File: src/rtl/dmem_arbiter.sv
// Two-port round-robin arbiter/sequencer in front of a single-port clocked data memory.
// One access in flight at a time; out-of-range addresses are acked with an error, memory untouched.
module dmem_arbiter #(
  parameter int unsigned DATA_W    = 32,
  parameter int unsigned ADDR_W    = 32,
  parameter int unsigned MEM_WORDS = 32
) (
  input  logic              clk,
  input  logic              reset,
  input  logic              req0,
  input  logic              we0,
  input  logic [ADDR_W-1:0] addr0,
  input  logic [DATA_W-1:0] wdata0,
  output logic              ack0,
  output logic              err0,
  output logic [DATA_W-1:0] rdata0,
  input  logic              req1,
  input  logic              we1,
  input  logic [ADDR_W-1:0] addr1,
  input  logic [DATA_W-1:0] wdata1,
  output logic              ack1,
  output logic              err1,
  output logic [DATA_W-1:0] rdata1,
  output logic [ADDR_W-1:0] mem_addr,
  output logic [DATA_W-1:0] mem_wdata,
  output logic              mem_en,
  output logic              mem_rnw,
  input  logic [DATA_W-1:0] mem_rdata,
  output logic              busy
);

  typedef enum logic [1:0] {StIdle, StIssue, StResp, StErr} state_e;

  state_e            state_q, state_d;
  logic              owner_q, owner_d;
  logic              last_owner_q, last_owner_d;
  logic              we_q, we_d;
  logic [ADDR_W-1:0] addr_q, addr_d;
  logic [DATA_W-1:0] wdata_q, wdata_d;

  logic              grant;
  logic [ADDR_W-1:0] sel_addr;

  always_ff @(posedge clk or posedge reset) begin
    if (reset) begin
      state_q      <= StIdle;
      owner_q      <= 1'b0;
      last_owner_q <= 1'b1;
      we_q         <= 1'b0;
      addr_q       <= '0;
      wdata_q      <= '0;
    end else begin
      state_q      <= state_d;
      owner_q      <= owner_d;
      last_owner_q <= last_owner_d;
      we_q         <= we_d;
      addr_q       <= addr_d;
      wdata_q      <= wdata_d;
    end
  end

  always_comb begin
    state_d      = state_q;
    owner_d      = owner_q;
    last_owner_d = last_owner_q;
    we_d         = we_q;
    addr_d       = addr_q;
    wdata_d      = wdata_q;
    // On a tie the port that did not win last time gets the grant.
    grant        = (req0 && req1) ? ~last_owner_q : req1;
    sel_addr     = grant ? addr1 : addr0;
    unique case (state_q)
      StIdle: begin
        if (req0 || req1) begin
          owner_d      = grant;
          last_owner_d = grant;
          we_d         = grant ? we1 : we0;
          addr_d       = sel_addr;
          wdata_d      = grant ? wdata1 : wdata0;
          state_d      = (sel_addr >= ADDR_W'(MEM_WORDS)) ? StErr : StIssue;
        end
      end
      StIssue: state_d = StResp;
      StResp:  state_d = StIdle;
      StErr:   state_d = StIdle;
      default: state_d = StIdle;
    endcase
  end

  always_comb begin
    mem_en    = (state_q == StIssue);
    mem_rnw   = mem_en ? ~we_q : 1'b1;
    mem_addr  = mem_en ? addr_q : '0;
    mem_wdata = (mem_en && we_q) ? wdata_q : '0;
    busy      = (state_q != StIdle);
    ack0      = (state_q == StResp || state_q == StErr) && !owner_q;
    ack1      = (state_q == StResp || state_q == StErr) && owner_q;
    err0      = (state_q == StErr) && !owner_q;
    err1      = (state_q == StErr) && owner_q;
    rdata0    = (state_q == StResp && !owner_q) ? mem_rdata : '0;
    rdata1    = (state_q == StResp && owner_q) ? mem_rdata : '0;
  end

endmodule

File: config.mk
export PLATFORM = sky130hd
export DESIGN_NAME = dmem_arbiter
export DESIGN_NICKNAME = d
export VERILOG_FILES = /design/src/rtl/dmem_arbiter.sv
export SDC_FILE = /design/constraint.sdc
export NUM_CORES = 1
export LEC_CHECK = 0
export ABC_AREA = 0
export CAP_MARGIN = 20
export CORE_AREA = 2 2 116 118
export DETAILED_ROUTE_END_ITERATION = 8
export DIE_AREA = 0 0 118 120
export PLACE_DENSITY_LB_ADDON = 0.25
export REMOVE_ABC_BUFFERS = 1
export SYNTH_ARGS = -nofsm -noshare
export SYNTH_HDL_FRONTEND = slang
export SYNTH_SLANG_ARGS = --single-unit
export TNS_END_PERCENT = 20
File: constraint.sdc
create_clock -name clk -period 2.45 [get_ports clk]
set_input_delay 0.49 -clock clk [delete_from_list [all_inputs] [get_ports clk]]
set_output_delay 0.49 -clock clk [all_outputs]
set_load 0.01 [all_outputs]
==> impl_metrics.env, run 1 <==
export IMPL_status="completed"
export IMPL_area_growth_pct=85.1
export IMPL_finalCritPeriodShare=0.982
export IMPL_crit_type="flop to output pin"
export IMPL_synth_most_common_cell="and2_1"
export IMPL_synth_cell_types=25
export IMPL_final_nets=925
export IMPL_worst_ep_arrival_time_ns=1.91
export IMPL_route_vias_total=4509
export IMPL_syn_inst=473
export IMPL_synth_top_area_cell="dfrtp_1"
export IMPL_fillers=1139
export IMPL_synthTopCellsByCount="and2_1 (98), nor2_1 (70), dfrtp_1 (68)"
export IMPL_ant_nets=0
export IMPL_grtUsageTotal=0.197
export IMPL_post_route_util=0.599
export IMPL_final_layout_size_suffix_gt1_frac=0.0445
export IMPL_max_freq_mhz=416
export IMPL_grt_pass1_wl_um=22500
export IMPL_r2r_start="last_owner_q"
export IMPL_wl_per_cell_um=15.2
export IMPL_cp_end_kind="output pin"
export IMPL_ys_warn_count=0
export IMPL_crit_required_ns=1.96
export IMPL_multiInputGateArea_sq_um=2280
export IMPL_cpMaxStageDelayCell="clkdlybuf4s50_1"
export IMPL_fin_skew_ns=0.00438
export IMPL_htree_num_levels=3
export IMPL_seq_area_sq_um=1730
export IMPL_synth_area_leaders="dfrtp_1 (41%), mux2i_1 (15%), and2_1 (15%)"
export IMPL_clk_pin_slew_ns=0.05
export IMPL_via_per_inst=4.80
export IMPL_io_buffers=300
export IMPL_grt_max_degree=70
export IMPL_power_leakage_uw=0.00408
export IMPL_core_rowCount=42
export IMPL_clk_path_buf_depth=2
export IMPL_die_area_sq_um=14200
export IMPL_fp_dieW_um=118
export IMPL_cp_startpoint="state_q[0]"
export IMPL_synth_top_area_frac=0.405
export IMPL_cts_buffers=9
export IMPL_synth_flop_cell="dfrtp_1"
export IMPL_power_density_nw_per_um2=826
export IMPL_drt_first_pass_iters=4
export IMPL_peakVddDrop_mv=0.341
export IMPL_die_h_um=120
export IMPL_cts_sinks=69
export IMPL_crit_chain="and2b_1 > buf_12 > and2_1 > clkdlybuf4s50_1"
export IMPL_worst_path_buf_inv=2
export IMPL_post_route_drc_count=0
export IMPL_max_stage_delay_ns=0.56
export IMPL_post_cts_setup_buffers=0
export IMPL_num_io_pins=301
export IMPL_grt_overflow_total=0
export IMPL_grt_pass1_vias=4627
export IMPL_synthesis_area_sq_um=4200
export IMPL_antenna_cells=0
export IMPL_path_delay_family="buffers and inverters"
export IMPL_root_buffer="clkbuf_16"
export IMPL_start_util=0.324
export IMPL_clock_latency_ns=0.32
export IMPL_drt_total_wl_um=14300
export IMPL_hpwlAfterDp_um=11300
export IMPL_setup_viol=0
export IMPL_avgSynthCellArea_sq_um=8.88
export IMPL_ys_async_sr_fraction=1.00
export IMPL_synth_edf_count=0
export IMPL_max_cap_viol_count=0
export IMPL_ys_ff_latch=69
export IMPL_min_period_ns=2.40
export IMPL_holdBufCountCts=0
export IMPL_slew_headroom=0.752
export IMPL_stdcell_count=940
export IMPL_place_gp_congestion=0.841
export IMPL_start_kind="flop"
export IMPL_hold_path_class="flop to flop"
export IMPL_stdcell_area_sq_um=7770
export IMPL_ys_seq_area_frac=0.412
export IMPL_place_inst=924
export IMPL_tritoncts="done"
export IMPL_drv_slew=0
export IMPL_core_sq_um=13000
export IMPL_setup_tns_ns=0
export IMPL_antenna_found_initial=0
export IMPL_dpl_cell_area_sq_um=7480
export IMPL_drt_iter0_drc=199
export IMPL_finalHoldViolations=0
export IMPL_hold_start="addr_q[26]"
export IMPL_cp_max_fo=32
export IMPL_worstMarginPinSlew_ns=0.372
stage by stage:
stage                     setup slack (ns)  power (uW)  hold WS, ns
after floorplan                      -1.46        3600        0.487
after global placement               0.212        5330        0.497
after detailed placement             0.222        5410        0.509
after CTS                         0.000288        6540        0.521
after global routing               -0.0130        6880        0.542
final                               0.0450        6420        0.515
final cells by class:
| class | instances | share of cell area |
|---|---|---|
| repair buffers | 314 | 0.417 |
| well taps | 176 | 0.0283 |
| flip-flops and latches | 69 | 0.222 |
| clock buffers | 12 | 0.0317 |
| inverters | 3 | 0.00145 |
| clock inverters | 4 | 0.00612 |
| multi-input cells | 362 | 0.293 |
cell families after synthesis:
family	after synthesis	share of synthesized area
AO/OA/AOI/OAI	72	0.0891
AND/OR/NAND/NOR	226	0.297
multiplexers	64	0.153
buffers and inverters	42	0.0495
flip-flops	69	0.412
repair_timing:
action | in CTS | in global routing
endpoints found under the setup margin | 104 | 34
gates resized for setup | 74 | 34
cloned | 0 | 0
state kept, by name, indices dropped and copies added, names as in the netlist:
signal and count:
addr_q 32, last_owner_q 1, owner_q 1, state_q 2, wdata_q 32, we_q 1
report_power, final:
part,switching [uW],internal [uW],total (uW)
sequential,283,1690,1970
combinational,1530,1640,3170
clock,460,813,1270
total,2270,4140,6420
worst min-delay path, stage by stage, from the launching register on:
cell     delay [ns]
dfrtp_1        0.33
nor2_1         0.05
a21oi_1        0.10
layout by cell type, fill, tap and decap left out:
master	count
a21boi_4	1
inv_1	2
nand4b_1	1
o21ai_0	1
nor2b_1	1
a31oi_1	1
clkbuf_1	2
buf_12	11
clkbuf_8	1
nand2_1	2
and2b_1	3
clkdlybuf4s50_1	193
clkinvlp_4	1
bufinv_16	1
nor2_1	70
dlymetal6s2s_1	34
dlygate4sd2_1	73
a21oi_1	66
mux2i_1	64
nor3_1	1
and2_1	98
clkinv_2	2
o22ai_1	1
inv_2	1
a211oi_1	2
dfrtp_2	1
nor2b_4	1
buf_4	3
clkbuf_16	9
nor3_4	1
dfrtp_1	67
nor4_1	12
dfstp_2	1
and3_1	33
nand4_1	3
routing by layer:
metal,track usage,share of wire,vias to the layer above
li1,-,-,2193
met1,0.204,0.37,2078
met2,0.366,0.51,211
met3,0.0627,0.089,27
met4,0.0858,0.028,0
met5,0,0,-
worst paths after layout:
check | slack, ns | to | depth (start not counted)
max | 0.05 | rdata1[24] | 4
min | 0.52 | addr_q[26] | 2
max reg2reg | 0.96 | wdata_q[30] | 5
min reg2reg | 0.52 | addr_q[26] | 2
max in group asynchronous | 1.56 | last_owner_q | 3
min in group asynchronous | 0.56 | addr_q[23] | 3
No activity file was read; power rests on OpenSTA's default activity.
==> run 2: changes to the inputs <==
--- a/config.mk
+++ b/config.mk
@@ -10,7 +10,7 @@
 export CORE_AREA = 2 2 116 118
 export DETAILED_ROUTE_END_ITERATION = 8
 export DIE_AREA = 0 0 118 120
-export PLACE_DENSITY_LB_ADDON = 0.25
+export PLACE_DENSITY_LB_ADDON = 0.3
 export REMOVE_ABC_BUFFERS = 1
 export SYNTH_ARGS = -nofsm -noshare
 export SYNTH_HDL_FRONTEND = slang
==> run 2 against run 1 <==
Compared with the run above:
- routed wire length up 3.0%
- core utilization up 1.8 points
- hold slack worse by 0.0014 ns
- register-to-register slack worse by 0.04 ns
- clock power up 20%
- non-clock buffer count up 3
- critical path depth unchanged
- worst setup slack better by 0.027 ns
- global-route usage up 0.14 points
- sequential share of layout area down 0.62 points
- via count down 0.80%
- flip-flop and latch count unchanged
==> impl_metrics.env, run 2 (synthesis results as in run 1) <==
export IMPL_status="completed"
export IMPL_finalCritPeriodShare=0.970
export IMPL_layout_common_cells="clkdlybuf4s50_1 (224), and2_1 (97), nor2_1 (70)"
export IMPL_tritoncts="done"
export IMPL_setup_viol=0
export IMPL_drt_first_pass_iters=4
export IMPL_place_gp_congestion=0.857
export IMPL_crit_required_ns=1.96
export IMPL_core_sq_um=13000
export IMPL_drt_total_wl_um=14800
export IMPL_clock_latency_ns=0.32
export IMPL_finalHoldViolations=0
export IMPL_grt_overflow_total=0
export IMPL_drv_slew=0
export IMPL_power_density_nw_per_um2=858
export IMPL_place_inst=923
export IMPL_power_leakage_uw=0.00432
export IMPL_cp_max_fo=32
export IMPL_clk_path_buf_depth=2
export IMPL_final_common_cell="clkdlybuf4s50_1"
export IMPL_fp_dieW_um=118
export IMPL_route_vias_total=4473
export IMPL_stdcell_count=943
export IMPL_final_nets=928
export IMPL_root_buffer="clkbuf_16"
export IMPL_worstMarginPinSlew_ns=0.359
export IMPL_grtUsageTotal=0.199
export IMPL_post_route_util=0.617
export IMPL_peakVddDrop_mv=0.356
export IMPL_worst_ep_arrival_time_ns=1.89
export IMPL_start_kind="flop"
export IMPL_htree_num_levels=3
export IMPL_hold_path_class="flop to flop"
export IMPL_area_growth_pct=90.6
export IMPL_top_regs="addr_q (32), wdata_q (32), state_q (2)"
export IMPL_grt_pass1_wl_um=22500
export IMPL_rsz0062_at_grt="no"
export IMPL_die_h_um=120
export IMPL_start_util=0.324
export IMPL_cts_buffers=9
export IMPL_wl_per_cell_um=15.6
export IMPL_drt_iter0_drc=147
export IMPL_antenna_cells=0
export IMPL_max_cap_viol_count=0
export IMPL_fillers=1072
export IMPL_post_route_drc_count=0
export IMPL_num_io_pins=301
export IMPL_min_period_ns=2.38
export IMPL_grt_max_degree=73
export IMPL_place_ws_ns=0.226
export IMPL_fin_skew_ns=0.00487
export IMPL_core_rowCount=42
export IMPL_grt_pass1_vias=4558
export IMPL_max_freq_mhz=421
export IMPL_crit_type="flop to output pin"
export IMPL_setup_slack_ns=0.0723
export IMPL_setup_tns_ns=0
export IMPL_cp_end_kind="output pin"
export IMPL_io_buffers=300
export IMPL_hpwlAfterDp_um=11300
export IMPL_cts_sinks=69
export IMPL_die_area_sq_um=14200
export IMPL_clk_pin_slew_ns=0.05
export IMPL_ant_nets=0
export IMPL_final_layout_size_suffix_gt1_frac=0.0548
export IMPL_antenna_found_initial=0
export IMPL_via_per_inst=4.74
export IMPL_slew_headroom=0.759
export IMPL_power_uw=6860
## run 2: cell types whose count changed in the layout (fill, tap and decap cells not counted), sizes merged
cell	change
dlygate4sd2	-56
clkdlybuf4s50	+31
dlymetal6s2s	+25
buf	+2
bufinv	+2
clkinv	-1
## run 2: power by group
| part | internal, uW | total [uW] | switching (uW) |
|---|---|---|---|
| registers | 1690 | 1970 | 277 |
| logic | 1790 | 3360 | 1570 |
| clock network | 1050 | 1530 | 482 |
## run 2: metal layers
metal / GRT usage / wire [um] / up-vias
li1: - / - / 2186
met1: 0.210 / 5530 / 2055
met2: 0.372 / 7740 / 208
met3: 0.0542 / 1120 / 24
met4: 0.0791 / 354 / 0
met5: 0 / 0 / -
## run 2: area by class of cell
type	instances	area, sq um	share of cell area
sequential	69	1730	0.216
clock buffer	11	253	0.0316
multi-input combinational	362	2280	0.285
inverter	3	11.3	0.00141
tap	176	220	0.0275
timing repair buffer	317	3400	0.425
clock inverter	5	106	0.0133
## run 2: path summary, 6_finish.rpt
path                                    from      endpoint  slack [ns]  depth (start not counted)
min in group asynchronous              reset     addr_q[6]        0.56                          3
worst max register to register  last_owner_q    state_q[1]        0.92                          5
worst min register to register    addr_q[20]    addr_q[20]        0.51                          2
worst max-delay path              state_q[1]  mem_wdata[6]        0.07                          4
max in group asynchronous              reset  last_owner_q        1.57                          3
worst min-delay path              addr_q[20]    addr_q[20]        0.51                          2
## run 2: worst max-delay path, cell delays in order (launching register included)
cell             delay [ns]
dfrtp_2                0.45
nor2b_4                0.18
buf_12                 0.18
and3_1                 0.19
clkdlybuf4s50_1        0.55
## run 2: what timing repair did
item,in CTS,in global routing
resized for setup,19,61
gates cloned,0,1
setup endpoints to repair,128,57
hold buffers,0,0
buffers inserted,3,0
## run 2: stage by stage
stage / hold slack (ns) / area [sq um]
after floorplan: 0.487 / 4000
after global placement: 0.497 / 7460
after detailed placement: 0.509 / 7460
after CTS: 0.521 / 7830
after global routing: 0.531 / 8000
final: 0.514 / 8000
